--- src/rtl/pc_branch_ctrl_if.sv ---
// Bus bundle for pc_branch_ctrl: control/branch inputs, LUT write port and
// the registered fetch-side outputs. The optional branch counter signal is
// present only when BRANCH_CNT_EN is defined.
interface pc_branch_ctrl_if #(
  parameter int unsigned PC_W      = 10,
  parameter int unsigned LUT_IDX_W = 4
);

  // Sequencing and branch-resolution inputs
  logic                 start;
  logic                 branch_en;
  logic                 branch_ne;
  logic                 equal;
  logic [LUT_IDX_W-1:0] lut_idx;
  logic                 halt_req;

  // Branch-target LUT write port
  logic                 lut_wr_en;
  logic [LUT_IDX_W-1:0] lut_wr_idx;
  logic [PC_W-1:0]      lut_wr_data;

  // Registered outputs
  logic [PC_W-1:0]      prog_ctr;
  logic                 taken;
  logic                 done;
`ifdef BRANCH_CNT_EN
  logic [15:0]          branch_cnt;
`endif

  // Driver side (decode/control logic or a testbench)
  modport master (
    output start, branch_en, branch_ne, equal, lut_idx, halt_req,
    output lut_wr_en, lut_wr_idx, lut_wr_data,
`ifdef BRANCH_CNT_EN
    input  branch_cnt,
`endif
    input  prog_ctr, taken, done
  );

  // PC/branch stage side
  modport slave (
    input  start, branch_en, branch_ne, equal, lut_idx, halt_req,
    input  lut_wr_en, lut_wr_idx, lut_wr_data,
`ifdef BRANCH_CNT_EN
    output branch_cnt,
`endif
    output prog_ctr, taken, done
  );

endinterface

--- src/rtl/pc_branch_ctrl.sv ---
// Program-counter and branch-resolution stage for the 8-bit datapath.
// Runs an IDLE/RUN/HALT sequencer, steps the fetch address each RUN cycle,
// and redirects it through a programmable branch-target LUT when a beq/bne
// resolves taken. Branch decisions are combinational on the current cycle's
// inputs; the redirected fetch address appears one cycle later.
// Optional feature macro: BRANCH_CNT_EN (adds a saturating 16-bit count of
// taken branches since the last reset or start).
module pc_branch_ctrl #(
  parameter int unsigned PC_W      = 10,
  parameter int unsigned LUT_IDX_W = 4
) (
  input logic              i_clk,
  input logic              i_reset,
  pc_branch_ctrl_if.slave  bus
);

  localparam int unsigned LutDepth = 2 ** LUT_IDX_W;

  typedef enum logic [1:0] {
    StIdle = 2'd0,
    StRun  = 2'd1,
    StHalt = 2'd2
  } state_e;

  state_e          r_state;
  state_e          w_state_nxt;

  logic [PC_W-1:0] r_pc;
  logic [PC_W-1:0] w_pc_nxt;
  logic            r_taken;
  logic            w_taken_nxt;
  logic            r_done;
  logic            w_done_nxt;

  logic [PC_W-1:0] r_lut [LutDepth];

  logic            w_cond;
  logic            w_branch_take;
  logic [PC_W-1:0] w_lut_target;
  logic [PC_W-1:0] w_pc_inc;
  logic            w_cnt_clr;
  logic            w_cnt_inc;

  // Branch condition: bne takes on inequality, beq on equality
  assign w_cond        = bus.branch_ne ? ~bus.equal : bus.equal;
  assign w_branch_take = bus.branch_en & w_cond;

  // LUT read sees the pre-write contents, giving read-before-write on a
  // same-index collision
  assign w_lut_target  = r_lut[bus.lut_idx];

  // Natural PC_W-bit overflow gives the wrap from all-ones to zero
  assign w_pc_inc      = r_pc + PC_W'(1);

  // Sequencer next-state and next-output decode
  always_comb begin
    w_state_nxt = r_state;
    w_pc_nxt    = r_pc;
    w_taken_nxt = r_taken;
    w_done_nxt  = r_done;
    w_cnt_clr   = 1'b0;
    w_cnt_inc   = 1'b0;

    unique case (r_state)
      StIdle: begin
        // Branch and halt inputs have no effect until a program is started
        w_pc_nxt    = '0;
        w_taken_nxt = 1'b0;
        w_done_nxt  = 1'b0;
        if (bus.start) begin
          w_state_nxt = StRun;
          w_cnt_clr   = 1'b1;
        end
      end

      StRun: begin
        // Halt outranks a taken branch on the same instruction
        if (bus.halt_req) begin
          w_state_nxt = StHalt;
          w_done_nxt  = 1'b1;
          w_taken_nxt = 1'b0;
        end else if (w_branch_take) begin
          w_pc_nxt    = w_lut_target;
          w_taken_nxt = 1'b1;
          w_cnt_inc   = 1'b1;
        end else begin
          w_pc_nxt    = w_pc_inc;
          w_taken_nxt = 1'b0;
        end
      end

      StHalt: begin
        w_taken_nxt = 1'b0;
        w_done_nxt  = 1'b1;
        // Restart the next program from address 0
        if (bus.start) begin
          w_state_nxt = StRun;
          w_pc_nxt    = '0;
          w_done_nxt  = 1'b0;
          w_cnt_clr   = 1'b1;
        end
      end

      default: begin
        // Unreachable encoding: recover to a clean idle
        w_state_nxt = StIdle;
        w_pc_nxt    = '0;
        w_taken_nxt = 1'b0;
        w_done_nxt  = 1'b0;
      end
    endcase
  end

  // Sequencer state and registered outputs, synchronous reset
  always_ff @(posedge i_clk) begin
    if (i_reset) begin
      r_state <= StIdle;
      r_pc    <= '0;
      r_taken <= 1'b0;
      r_done  <= 1'b0;
    end else begin
      r_state <= w_state_nxt;
      r_pc    <= w_pc_nxt;
      r_taken <= w_taken_nxt;
      r_done  <= w_done_nxt;
    end
  end

  // Branch-target LUT: writable in every state, wiped by reset
  always_ff @(posedge i_clk) begin
    if (i_reset) begin
      for (int unsigned i = 0; i < LutDepth; i++) begin
        r_lut[i] <= '0;
      end
    end else if (bus.lut_wr_en) begin
      r_lut[bus.lut_wr_idx] <= bus.lut_wr_data;
    end
  end

  assign bus.prog_ctr = r_pc;
  assign bus.taken    = r_taken;
  assign bus.done     = r_done;

`ifdef BRANCH_CNT_EN
  logic [15:0] r_branch_cnt;

  // Taken-branch counter: cleared on program start, saturates at all-ones
  always_ff @(posedge i_clk) begin
    if (i_reset) begin
      r_branch_cnt <= '0;
    end else if (w_cnt_clr) begin
      r_branch_cnt <= '0;
    end else if (w_cnt_inc && (r_branch_cnt != 16'hFFFF)) begin
      r_branch_cnt <= r_branch_cnt + 16'd1;
    end
  end

  assign bus.branch_cnt = r_branch_cnt;
`else
  // Counter hooks are only consumed when the counter is built in
  logic w_cnt_unused;
  assign w_cnt_unused = w_cnt_clr ^ w_cnt_inc;
`endif

endmodule
--- src/flat_wrapper.sv ---
// flat-port wrapper written by rule: the top's interface ports become plain ports
module pc_branch_ctrl_flat 
#(
  parameter int unsigned PC_W      = 10,
  parameter int unsigned LUT_IDX_W = 4
)
  (i_clk, i_reset, bus_start, bus_branch_en, bus_branch_ne, bus_equal, bus_lut_idx, bus_halt_req, bus_lut_wr_en, bus_lut_wr_idx, bus_lut_wr_data, bus_prog_ctr, bus_taken, bus_done);
  pc_branch_ctrl_if #(.PC_W(PC_W), .LUT_IDX_W(LUT_IDX_W)) bus_i ();
  input logic i_clk;
  input logic i_reset;
  input wire logic [$bits(bus_i.start)-1:0] bus_start;
  input wire logic [$bits(bus_i.branch_en)-1:0] bus_branch_en;
  input wire logic [$bits(bus_i.branch_ne)-1:0] bus_branch_ne;
  input wire logic [$bits(bus_i.equal)-1:0] bus_equal;
  input wire logic [$bits(bus_i.lut_idx)-1:0] bus_lut_idx;
  input wire logic [$bits(bus_i.halt_req)-1:0] bus_halt_req;
  input wire logic [$bits(bus_i.lut_wr_en)-1:0] bus_lut_wr_en;
  input wire logic [$bits(bus_i.lut_wr_idx)-1:0] bus_lut_wr_idx;
  input wire logic [$bits(bus_i.lut_wr_data)-1:0] bus_lut_wr_data;
  output wire logic [$bits(bus_i.prog_ctr)-1:0] bus_prog_ctr;
  output wire logic [$bits(bus_i.taken)-1:0] bus_taken;
  output wire logic [$bits(bus_i.done)-1:0] bus_done;
  assign bus_i.start = bus_start;
  assign bus_i.branch_en = bus_branch_en;
  assign bus_i.branch_ne = bus_branch_ne;
  assign bus_i.equal = bus_equal;
  assign bus_i.lut_idx = bus_lut_idx;
  assign bus_i.halt_req = bus_halt_req;
  assign bus_i.lut_wr_en = bus_lut_wr_en;
  assign bus_i.lut_wr_idx = bus_lut_wr_idx;
  assign bus_i.lut_wr_data = bus_lut_wr_data;
  assign bus_prog_ctr = bus_i.prog_ctr;
  assign bus_taken = bus_i.taken;
  assign bus_done = bus_i.done;
  pc_branch_ctrl #(.PC_W(PC_W), .LUT_IDX_W(LUT_IDX_W)) u_core (.i_clk(i_clk), .i_reset(i_reset), .bus(bus_i));
endmodule
--- config.mk ---
export PLATFORM = sky130hd
export DESIGN_NAME = pc_branch_ctrl_flat
export DESIGN_NICKNAME = d
export VERILOG_FILES = /design/src/rtl/pc_branch_ctrl_if.sv /design/src/rtl/pc_branch_ctrl.sv /design/src/flat_wrapper.sv
export SDC_FILE = /design/constraint.sdc
export NUM_CORES = 1
export LEC_CHECK = 0
export ABC_AREA = 1
export BUFFER_PORTS_ARGS = -buffer_cell sky130_fd_sc_hd__buf_4
export CORE_MARGIN = 2
export CORE_UTILIZATION = 59
export DETAILED_ROUTE_END_ITERATION = 8
export GPL_ROUTABILITY_DRIVEN = 0
export GPL_TIMING_DRIVEN = 0
export PLACE_DENSITY = 0.8
export RECOVER_POWER = 100
export SETUP_SLACK_MARGIN = 0.5
export SLEW_MARGIN = 25
export SYNTH_ARGS = -nofsm -noshare
export SYNTH_HDL_FRONTEND = slang
export SYNTH_SLANG_ARGS = --single-unit
--- constraint.sdc ---
create_clock -name i_clk -period 4.42 [get_ports i_clk]
set_input_delay 0.221 -clock i_clk [delete_from_list [all_inputs] [get_ports i_clk]]
set_output_delay 0.221 -clock i_clk [all_outputs]
set_load 0.05 [all_outputs]
==> impl.org, run 1 <==
** Synthesis
- Of the post-synthesis cell area, the dominant cell type holds 0.579.
- Mapped Cells :: just under 900
- Each instance of the synthesized netlist takes up on average just over 9 um^2.
- Async set-or-reset flop fraction in the synthesized netlist :: 0
- Number of library cell types mapped by synthesis :: 30
- Dominant cell type by area after synthesis :: sky130_fd_sc_hd__edfxtp_1
- Yosys warns :: 0
- Number of flops mapped to enable cells by yosys :: 160
- Library cell with the highest instance count after synthesis :: sky130_fd_sc_hd__nor2_1
- Of the synthesized area, sequential elements account for 0.613.
- Most frequent cells after synthesis :: sky130_fd_sc_hd__nor2_1 (262), sky130_fd_sc_hd__edfxtp_1 (160), sky130_fd_sc_hd__nand2_1 (158)
- The cell area that synthesis handed to floorplanning was ~0.0083 mm^2.
- Number of nets produced by synthesis :: around 920
- Sorting the synthesized cells by area gives the leading types as sky130_fd_sc_hd__edfxtp_1 (58%), sky130_fd_sc_hd__nor2_1 (12%), sky130_fd_sc_hd__nand2_1 (7.1%).
- For this run, the leading register cell type out of synthesis is sky130_fd_sc_hd__edfxtp_1.
- Post-synthesis sequential element count :: approximately 170

** Power
- In this run the power density over the cells is slightly above 400 mW/mm^2.
- Maximum vdd ir drop :: ~0.24 mV
- The analysis attributes to cell leakage a power of approximately 3.6 nW.

** Setup path
- In this run the worst path has a maximum fanout of 10.
- The critical path is of the in -> reg type.
- For the worst flop-to-flop path, the logic depth is 6.
- On the worst path, the slowest cell contributes a delay of 0.54 ns.
- In this run the critical register-to-register path is launched from u_core.r_state[0].
- The worst register-to-register path ends at u_core.bus.prog_ctr[8].
- Grouping stages by cell kind, the critical path spends the most delay in simple AND/OR/NAND/NOR gates.
- Flop-to-flop setup slack :: ~2.5 ns
- Walking the worst path, the cells encountered are dlygate4sd3_1 > clkbuf_1 > inv_1 > nand2_1 > nor3_1 > nand2_1 > clkbuf_1 > nand2_1.
- Crit path launch type :: primary input
- Endpoint required time on the critical path :: between 4 and 5 ns
- Most prevalent standard cell on the critical path :: sky130_fd_sc_hd__nand2_1
- Signal arrival time at the worst endpoint :: 2.94 ns
- On the critical path, the stage with the largest delay is an instance of sky130_fd_sc_hd__dlygate4sd3_1.
- The critical path contains buffers and inverters numbering 4 combined.
- STA classifies the critical path endpoint as a flip-flop.

** STA
- Number of slew-limit violations in the final report :: 0
- Of the available clock period, the critical path in the final layout requires 0.650.
- At the pin with the least slew margin, the transition time is approximately 1.1 ns.
- The worst pin sits at a relative slew slack of 0.241.
- The worst path needs 2.87 ns of the cycle, external delays included.
- Unrepaired setup endpoints after global routing :: no
- Fin Clk Skew :: about 0.0084 ns
- Final number of hold-violating endpoints :: 0
- Setup violators final :: 0
- In the final timing run, aggregate negative setup slack is 0 ns.
- For this run, the top clock speed supported by timing is roughly 350 MHz.

** GRT
- Summed over all layers, the global routing overflow is 0.
- Overall fraction of global-route tracks in use :: 0.315
- Wire length of the first global-routing pass :: between 30 and 40 mm
- The number of global-route vias before repair was 6,458.
- Maximum number of pins on one net before global-route repair :: 17
- The number of antenna violations at the first check in global routing came to 0.

** Detailed routing
- Antenna Nets Post-Route :: 0
- Dividing the detail-routed via count by the number of cells gives between 5 and 6.
- The detailed router finished its first iteration with a little under 800 violations.
- After detailed routing, the average wire length per cell comes to between 15 and 20 um.
- In the routed design, unresolved DRC markers number 0.
- Drt pass-1 iters :: 6
- DRT Wirelength :: 22.0 mm
- The routed layout has between 6,000 and 7,000 vias.

** Hold path
- Worst hold start :: bus_halt_req
- Hold Crit Endpoint :: u_core.bus.done
- The min-delay analysis places its worst path in the category in -> reg.
- The worst hold path passes through 4 cells.

** Placement
- Placed wire-length estimate :: 15.0 mm
- PortBufs :: 36
- Placement-stage cell area :: ~0.0088 mm^2

** Status
- Run status :: complete, no violations

** Clocking
- Clk root buf :: sky130_fd_sc_hd__clkbuf_16
- Post-CTS clock slew at the launch and capture registers of the worst setup and hold paths :: ~0.060 ns
- The clock net in this run drives a total of 174 sinks.
- Counting along the longest clock path gives a buffer depth of 2.
- Once the clock tree was built, the resizer swapped 0 gates to a different size.
- TritonCTS clock tree :: done
- Maximum level of the CTS H-tree :: 4
- Later-pin clock latency in the skew report :: 0.44 ns
- Clock tree synthesis inserted a total of 17 buffers.

** Layout
- Count of nets after finishing :: slightly below 1,000
- Relative to the synthesized area, the layout overhead comes to 11.2%.
- The finished cells cover ~0.0092 mm^2.
- Ant. Diodes :: 0
- Proportion of layout cells with a drive suffix above 1 :: 0.0898
- Final core occ :: 0.667

** Floorplanning
- Horizontal die dimension :: about 120 um
- The floorplan step defined a die boundary enclosing between 0.015 and 0.02 mm^2.
- After floorplanning, the core was divided into 43 placement rows.
- Measured along the y axis, the die boundary spans between 100 and 150 um.
- Pin placement for this block handled 38 I/O pins.
- For this configuration, the core starts out at a cell density of 0.600.
- In this run the standard cell core region covers ~0.014 mm^2.

** Run
- The tool flagged a number of max-cap violations equal to 0.
placed cells by master, fill, tap and decap left out:
cell type / n
sky130_fd_sc_hd__a21oi_1: 16
sky130_fd_sc_hd__a21oi_2: 2
sky130_fd_sc_hd__buf_12: 2
sky130_fd_sc_hd__buf_2: 9
sky130_fd_sc_hd__buf_4: 27
sky130_fd_sc_hd__buf_6: 9
sky130_fd_sc_hd__bufinv_16: 1
sky130_fd_sc_hd__clkbuf_1: 52
sky130_fd_sc_hd__clkbuf_16: 17
sky130_fd_sc_hd__clkbuf_2: 3
sky130_fd_sc_hd__clkinv_1: 5
sky130_fd_sc_hd__clkinv_2: 2
sky130_fd_sc_hd__clkinv_4: 1
sky130_fd_sc_hd__clkinvlp_4: 1
sky130_fd_sc_hd__dfxtp_1: 14
sky130_fd_sc_hd__dlygate4sd3_1: 1
sky130_fd_sc_hd__edfxtp_1: 160
sky130_fd_sc_hd__ha_1: 4
sky130_fd_sc_hd__inv_1: 45
sky130_fd_sc_hd__inv_2: 1
sky130_fd_sc_hd__inv_8: 1
sky130_fd_sc_hd__nand2_1: 158
sky130_fd_sc_hd__nand3_1: 91
sky130_fd_sc_hd__nand4_1: 1
sky130_fd_sc_hd__nor2_1: 262
sky130_fd_sc_hd__nor2_2: 2
sky130_fd_sc_hd__nor3_1: 5
sky130_fd_sc_hd__o211ai_1: 2
sky130_fd_sc_hd__o211ai_2: 5
sky130_fd_sc_hd__o21ai_0: 44
sky130_fd_sc_hd__o21ai_1: 7
sky130_fd_sc_hd__o21ai_2: 2
sky130_fd_sc_hd__or2_2: 1
sky130_fd_sc_hd__xnor2_1: 2
sky130_fd_sc_hd__xor2_1: 3
where the power goes:
group          switching (mW)  internal (mW)  leakage, nW
Combinational           0.318          0.126         1.75
Clock                   0.599          0.768        0.249
Sequential             0.0355           1.90         1.64
metrics by stage:
stage / hold slack (ns) / power (mW) / instances / setup WS, ns
after global placement: 0.416 / 2.39 / 1105 / 2.19
after global routing: 0.103 / 3.86 / 1138 / 1.32
final: 0.0737 / 3.74 / 1138 / 1.55
after detailed placement: 0.420 / 2.41 / 1105 / 2.18
after CTS: 0.0694 / 3.74 / 1138 / 2.05
after floorplan: 0.290 / 2.26 / 889 / 2.57
routing by layer:
metal	vias to the layer above	global-route usage	wire length (um)
met3	73	0.0767	2550
met5	-	0	0
met1	3060	0.391	7940
li1	3052	-	-
met2	406	0.511	10600
met4	0	0.168	969
final cells by class:
type                       instances  area, um^2
multi-input combinational        607        2620
fill                            1104        4600
inverter                          49         191
clock buffer                      24         452
buffer                            59         352
tap                              180         225
clock inverter                     8        67.6
timing repair buffer              37         231
sequential                       174        5080
kinds of logic (layout without fill, tap and decap cells):
kind of cell | Yosys count | count (layout) | synth area share
and+or+nand+nor | 520 | 520 | 0.253
DFF | 174 | 174 | 0.613
buffers and inverters | 108 | 177 | 0.0679
AOI/OAI and AO/OA | 78 | 78 | 0.0545
xor gates and xnor gates | 5 | 5 | 0.00528
adders and majority gates | 4 | 4 | 0.00603
sequential cells by signal, indices dropped and copies added (netlist names):
register,cells
u_core.bus.prog_ctr,10
u_core.bus.taken,1
u_core.bus.done,1
u_core.r_state,2
u_core.r_lut,160
timing repair:
item,in CTS,in global routing
buffers inserted,0,0
hold buffers,1,0
hold endpoints to repair,2,0
worst reg2reg max path, stage by stage (launching register included):
cell and delay, ns:
sky130_fd_sc_hd__dfxtp_1 0.31, sky130_fd_sc_hd__inv_1 0.11, sky130_fd_sc_hd__ha_1 0.18, sky130_fd_sc_hd__inv_1 0.05
sky130_fd_sc_hd__o21ai_0 0.86, sky130_fd_sc_hd__nand2_1 0.16, sky130_fd_sc_hd__a21oi_2 0.18
worst max-delay path by stage:
stage	cells after the start	slack, ns	from	to
after floorplan	10	2.57	u_core.bus.prog_ctr[0]	u_core.bus.prog_ctr[8]
final	8	1.55	i_reset	u_core.r_lut[7][7]
after global routing	8	1.32	i_reset	u_core.r_lut[3][8]
after CTS	8	2.05	i_reset	u_core.r_lut[7][0]
after global placement	7	2.19	i_reset	u_core.r_lut[7][4]
after detailed placement	7	2.18	i_reset	u_core.r_lut[9][2]
(Power assumes the default switching activity.)
==> run 2, diff against run 1 <==
==> constraint.sdc (replaced) <==
create_clock -name i_clk -period 2.8 [get_ports i_clk]
set_input_delay 0.14 -clock i_clk [delete_from_list [all_inputs] [get_ports i_clk]]
set_output_delay 0.14 -clock i_clk [all_outputs]
set_load 0.05 [all_outputs]
==> impl.org, run 2 (synthesis gave the netlist of run 1 again) <==
** Setup path
- Worst Setup Path Type :: in -> reg
- The worst setup path is launched from a primary input.
- Nature of the critical path endpoint :: flip-flop
- Endpoint required time on the critical path :: 2.87 ns (-1.62 ns)
- Signal arrival time at the worst endpoint :: 2.27 ns (-0.67 ns)
- Among all stages on the critical path, the largest delay is contributed by sky130_fd_sc_hd__nand2_1.
- Crit path max-delay family :: simple AND/OR/NAND/NOR gates
- The cell that appears most often on the critical path is sky130_fd_sc_hd__nand2_1.
- Traced cell by cell, the critical path runs through clkbuf_1 > inv_1 > nand2_1 > nor3_1 > nand2_1 > clkbuf_1 > nand2_1.
- Peak per-stage delay on the critical path :: 0.48 ns (-0.06 ns)
- Number of buffers and inverters on the critical path :: 3 (-1)
- The highest net fanout along the worst path is 10 (unchanged).

** GRT
- Overall fraction of global-route tracks in use :: 0.315 (about the same)
- Via count of the first global-routing pass :: 6,432 (-0.40%)
- Wire length of the first global-routing pass :: 34.2 mm (+0.20%)
- Initial antenna violation count :: 0 (unchanged)
- Maximum number of pins on one net before global-route repair :: 17 (unchanged)
- Final global-route overflow total :: 0 (unchanged)

** Power
- The total power came to 5.92 mW (+58%).
- Power density of the placed cells :: 640 mW/mm^2 (+58%)
- The highest ir drop seen on vdd is 0.382 mV (+58%).
- Static leakage :: 3.64 nW (+0.25%)

** Layout
- The final cell count without fillers came to 1,139 (+0.088%).
- The combined area of the multi-input logic cells came to 0.00262 mm^2 (unchanged).
- Most frequent cells in the layout :: sky130_fd_sc_hd__nor2_1 (262), sky130_fd_sc_hd__edfxtp_1 (160), sky130_fd_sc_hd__nand2_1 (158)
- Compared with the post-synthesis result, the final layout area differs by 11.4%.
- The layout net count is 976 (+0.10%).
- Most common library cell in the layout ignoring fill and taps :: sky130_fd_sc_hd__nor2_1
- Counting flops per register, the top entry is u_core.r_lut.
- Proportion of layout cells with a drive suffix above 1 :: 0.0918 (+0.00199)
- Ant. Diodes :: 0 (unchanged)
- The number of flip-flops under the largest register name was 160 (unchanged).
- The total area of sequential cells was 0.00508 mm^2 (unchanged).
- The count of fill cells added during filler insertion is 1,098 (-0.54%).

** Clocking
- The clock slew seen by the registers of the worst setup and hold paths came to 0.06 ns (about the same).
- Clk root buf :: sky130_fd_sc_hd__clkbuf_16
- The number of H-tree branching levels came to 4 (unchanged).
- Maximum buffer depth of the clock tree :: 2 (unchanged)
- The buffer count from post-CTS setup fixing came to 0 (unchanged).
- Clock buffer count from CTS :: 17 (unchanged)
- The insertion delay to the later sink of the worst-skew pair came to 0.44 ns (about the same).
- The CTS sink count came to 174 (unchanged).
- TritonCTS built the clock tree.

** STA
- The normalized max-slew margin was 0.241 (about the same).
- The smallest setup slack after layout is 0.607 ns (-0.940 ns).
- The final setup violation count was 0 (unchanged).
- Setup repair after global routing left no endpoint under its margin.
- Minimum clock period :: approximately 2.2 ns
- Measured slew at the worst slew-check pin :: 1.13 ns (-0.000204 ns)
- Max Freq :: between 400 and 500 MHz
- Fin Clk Skew :: 0.00611 ns (-0.00230 ns)
- The final max-slew violation count is 0 (unchanged).
- Post-route setup TNS :: 0 ns (unchanged)
- Portion of the clock cycle consumed by the worst path in the final layout :: 0.783
- The total count of hold-check failures in the final report is 0 (unchanged).

** Floorplanning
- Core Rows :: 43 (unchanged)
- The initial core utilization was 0.600 (unchanged).
- Die Footprint :: 0.0150 mm^2 (unchanged)
- Core Footprint :: 0.0138 mm^2 (unchanged)
- Horizontal die dimension :: 123 um (unchanged)
- The die outline height came to 123 um (unchanged).
- IO Pins :: 38 (unchanged)

** Detailed routing
- The count of vias placed by the detailed router is 6,624 (+0.50%).
- The number of nets with antenna violations after detailed routing came to 0 (unchanged).
- Routed wire per std cell :: 19.4 um (about the same)
- The detailed-routing iteration count for the pre-antenna-repair pass is 6 (unchanged).
- Starting DRT DRC Count :: 798 (+3.4%)
- Average vias per placed instance :: 5.82 (+0.41%)
- DR DRC count :: 0 (unchanged)
- DRT Wirelength :: 22.1 mm (+0.15%)

** Placement
- Cells after DPL :: 1,105 (unchanged)
- Placed wire-length estimate :: 15.0 mm (unchanged)
- The total of buffers placed on input and output ports came to 36 (unchanged).
- Place WS :: 0.637 ns (-1.54 ns)

** Hold path
- Class of the worst hold path :: in -> reg

** Run
- Max-capacitance violation count :: 0 (unchanged)

** Status
- The flow ran to the end, and the final reports show no timing, DRC or antenna violations.
-- run 2: cell count changes in the layout (fill, tap and decap cells not counted), sizes merged --
cell	delta
buf	+2
clkbuf	-2
dlygate4sd3	+1
-- run 2: layout make-up --
class,instances,share of cell area
Sequential cell,174,0.550
Multi-Input combinational cell,607,0.284
Clock buffer,24,0.0489
Buffer,59,0.0383
Timing Repair Buffer,38,0.0261
Tap cell,180,0.0244
Inverter,49,0.0207
Clock inverter,8,0.00731
-- run 2: report_power, final --
part	internal, mW	leakage (nW)	switching [mW]
clock network	1.21	0.249	0.949
registers	2.99	1.64	0.0562
logic	0.202	1.76	0.503
total	4.41	3.64	1.51
-- run 2: repair_timing --
action	4_1_cts	5_1_grt
setup endpoints to repair	0	0
hold endpoints to repair	2	0
hold buffers	2	0
resized for setup	0	0
-- run 2: worst paths after layout --
| path | startpoint | endpoint | slack, ns | cells after the start |
|---|---|---|---|---|
| setup / recovery | i_reset | u_core.r_lut[9][0] | 0.61 | 7 |
| hold / removal | bus_halt_req | u_core.bus.taken | 0.09 | 4 |
| setup reg to reg | u_core.r_state[0] | u_core.bus.prog_ctr[8] | 0.89 | 6 |
| hold reg to reg | u_core.bus.prog_ctr[9] | u_core.bus.prog_ctr[9] | 0.50 | 2 |
-- run 2: per-stage QoR --
| stage | hold WS [ns] | cell area [um^2] | utilization |
|---|---|---|---|
| after floorplan | 0.209 | 8300 | - |
| after global placement | 0.335 | 8790 | 0.636 |
| after detailed placement | 0.339 | 8790 | 0.636 |
| after CTS | 0.0784 | 9330 | 0.675 |
| after global routing | 0.108 | 9240 | 0.668 |
| final | 0.0915 | 9240 | 0.668 |
-- run 2: worst register-to-register path, delay by kind of cell (launching register included) --
kind            cells  cell delay, ns
simple gates        1            0.16
compound gates      2            1.04
buf+inv             2            0.15
flops               1            0.31
fa+ha+maj           1            0.18
-- run 2: routing by layer --
layer,global-route usage,vias up,share of wire
met5,0,-,0
met4,0.168,0,0.048
met3,0.0646,77,0.11
met2,0.516,384,0.48
met1,0.396,3111,0.36
li1,-,3052,-
==> run 3, diff against run 2 <==
==> constraint.sdc (replaced) <==
create_clock -name i_clk -period 2.29 [get_ports i_clk]
set_input_delay 0.1145 -clock i_clk [delete_from_list [all_inputs] [get_ports i_clk]]
set_output_delay 0.1145 -clock i_clk [all_outputs]
set_load 0.05 [all_outputs]
==> impl.org, run 3 (synthesis gave the netlist of run 1 again) <==
** STA
- Derived from the worst setup path, the maximum achievable clock frequency is around 520 MHz.
- Setup violators final :: 0 (unchanged)
- The final max-slew violation count is 0 (unchanged).
- The transition at the pin with the smallest max-transition slack was 0.725 ns (-0.402 ns).
- Post-route setup TNS :: 0 ns (unchanged)
- The largest clock skew in the final design is 0.00486 ns (-0.00125 ns).
- The worst path needs roughly 1.9 ns of the cycle, external delays included.
- Final number of hold-violating endpoints :: 0 (unchanged)
- In the finished design, the share of the clock period the worst path needs comes to 0.842.
- Worst slew slack as a fraction of its limit :: 0.514 (+0.272)
- Setup repair after global routing left no endpoint under its margin.

** Floorplanning
- Effective utilization at floorplan :: 0.600 (unchanged)
- Core Rows :: 43 (unchanged)
- Horizontal die dimension :: 123 um (unchanged)
- The core area came to 0.0138 mm^2 (unchanged).
- Chip Height :: 123 um (unchanged)
- Die Footprint :: 0.0150 mm^2 (unchanged)
- IO Pins :: 38 (unchanged)

** Clocking
- Maximum level of the CTS H-tree :: 4 (unchanged)
- The TritonCTS buffer count is 17 (unchanged).
- Clock sink total :: 174 (unchanged)
- Post-CTS clock slew at the launch and capture registers of the worst setup and hold paths :: 0.06 ns (about the same)
- In this run the clock root is driven by a sky130_fd_sc_hd__clkbuf_16.
- TritonCTS clock tree :: done
- The maximum clock insertion buffer count is 2 (unchanged).
- The insertion delay to the later sink of the worst-skew pair was 0.43 ns (about the same).

** Layout
- Counting flops per register, the top entry is u_core.r_lut.
- Number of flip-flops under the largest register name :: 160 (unchanged)
- In the layout the commonest cells are sky130_fd_sc_hd__nor2_1 (262), sky130_fd_sc_hd__edfxtp_1 (160), sky130_fd_sc_hd__nand2_1 (155).
- The library cell used most frequently in the layout, excluding fill and tap cells, is sky130_fd_sc_hd__nor2_1.
- Fillers :: 1,103 (+0.46%)
- The layout net count came to 979 (+0.31%).
- Ant. Diodes :: 0 (unchanged)
- Area overhead of the layout relative to synthesis :: 12.0%
- The final cell count without fillers was 1,142 (+0.26%).
- Proportion of layout cells with a drive suffix above 1 :: 0.112 (+0.0205)

** Detailed routing
- The total routed wirelength is 22.1 mm (about the same).
- Average vias per placed instance :: 5.79 (-0.47%)
- Routed wire per std cell :: 19.3 um (-0.35%)
- The number of nets with antenna violations after detailed routing is 0 (unchanged).
- Starting DRT DRC Count :: 843 (+5.6%)
- The count of vias placed by the detailed router was 6,610 (-0.21%).
- The DRC violation count after routing was 0 (unchanged).
- Drt pass-1 iters :: 7 (+1)

** Placement
- PortBufs :: 36 (unchanged)
- Placed wire-length estimate :: 14.9 mm (-1.0%)
- The placed instance count is 1,105 (unchanged).

** GRT
- The global-route wire length before repair came to 33.7 mm (-1.5%).
- Final global-route overflow total :: 0 (unchanged)
- The largest net degree at the start of global routing came to 17 (unchanged).
- The number of antenna violations at the first check in global routing is 1 (+1).
- Overall fraction of global-route tracks in use :: 0.314 (-0.00155)
- The number of global-route vias before repair is 6,393 (-0.61%).

** Setup path
- The required time at the worst-slack endpoint came to 2.36 ns (-0.51 ns).
- STA classifies the critical path startpoint as a primary input.
- The signal arrival time at the worst endpoint is 2.00 ns (-0.27 ns).
- The worst setup path is captured at a flip-flop.
- Worst Setup Path Type :: in -> reg
- The highest net fanout along the worst path was 10 (unchanged).

** Power
- Power density of the placed cells :: 782 mW/mm^2 (+22%)
- Static leakage :: 3.67 nW (+0.70%)
- The highest ir drop seen on vdd came to 0.550 mV (+44%).

** Status
- Run status :: complete, no violations

** Hold path
- Class of the worst hold path :: in -> reg

** Run
- The number of max-cap violations was 0 (unchanged).
-- run 3: repair_timing --
item                                    CTS  global route
resized for setup                         0            13
hold endpoints to repair                  2             0
endpoints found under the setup margin    0            36
hold buffers                              2             0
buffers inserted                          0             3
-- run 3: final timing paths --
path                            cells past startpoint              startpoint                      to  slack [ns]
worst min-delay path                                3      bus_lut_wr_data[6]      u_core.r_lut[5][6]        0.07
worst max register to register                      8       u_core.r_state[1]         u_core.bus.done        0.49
worst min register to register                      2  u_core.bus.prog_ctr[1]  u_core.bus.prog_ctr[1]        0.50
worst max-delay path                                7                 i_reset      u_core.r_lut[2][7]        0.36
-- run 3: report_power, final --
group	internal, mW	switching, mW
clock network	1.47	1.17
registers	3.66	0.0678
logic	0.266	0.632
-- run 3: per-layer routing --
layer | track usage | part of all wire | vias up
met4 | 0.184 | 0.057 | 2
met1 | 0.390 | 0.37 | 3067
met2 | 0.502 | 0.46 | 394
li1 | - | - | 3054
met3 | 0.0753 | 0.11 | 93
met5 | 0 | 0.00041 | -
-- run 3: final cells by class --
type,count,area (um^2),area share
clock inverter,11,75.1,0.00808
multi-input combinational,607,2640,0.285
tap,180,225,0.0242
inverter,49,191,0.0206
clock buffer,21,440,0.0474
sequential,174,5090,0.548
timing repair buffer,41,260,0.0280
buffer,59,363,0.0391
-- run 3: critical path, stage by stage --
cell and delay (ns):
sky130_fd_sc_hd__clkbuf_1 0.11, sky130_fd_sc_hd__inv_2 0.22, sky130_fd_sc_hd__nand2_1 0.15, sky130_fd_sc_hd__nor3_1 0.44, sky130_fd_sc_hd__nand2_1 0.13, sky130_fd_sc_hd__clkbuf_1 0.32, sky130_fd_sc_hd__nand2_1 0.49
-- run 3: metrics by stage --
stage | cell area, um^2 | util | hold WS, ns | setup WS (ns) | power [mW]
finish | 9290 | 0.672 | 0.0680 | 0.361 | 7.27
detailed placement | 8790 | 0.636 | 0.314 | 0.157 | 4.65
CTS | 9330 | 0.675 | 0.0417 | 0.562 | 7.22
global placement | 8790 | 0.636 | 0.309 | 0.189 | 4.62
global route | 9290 | 0.672 | 0.0763 | 0.256 | 7.46
floorplan | 8300 | - | 0.184 | 0.603 | 4.35
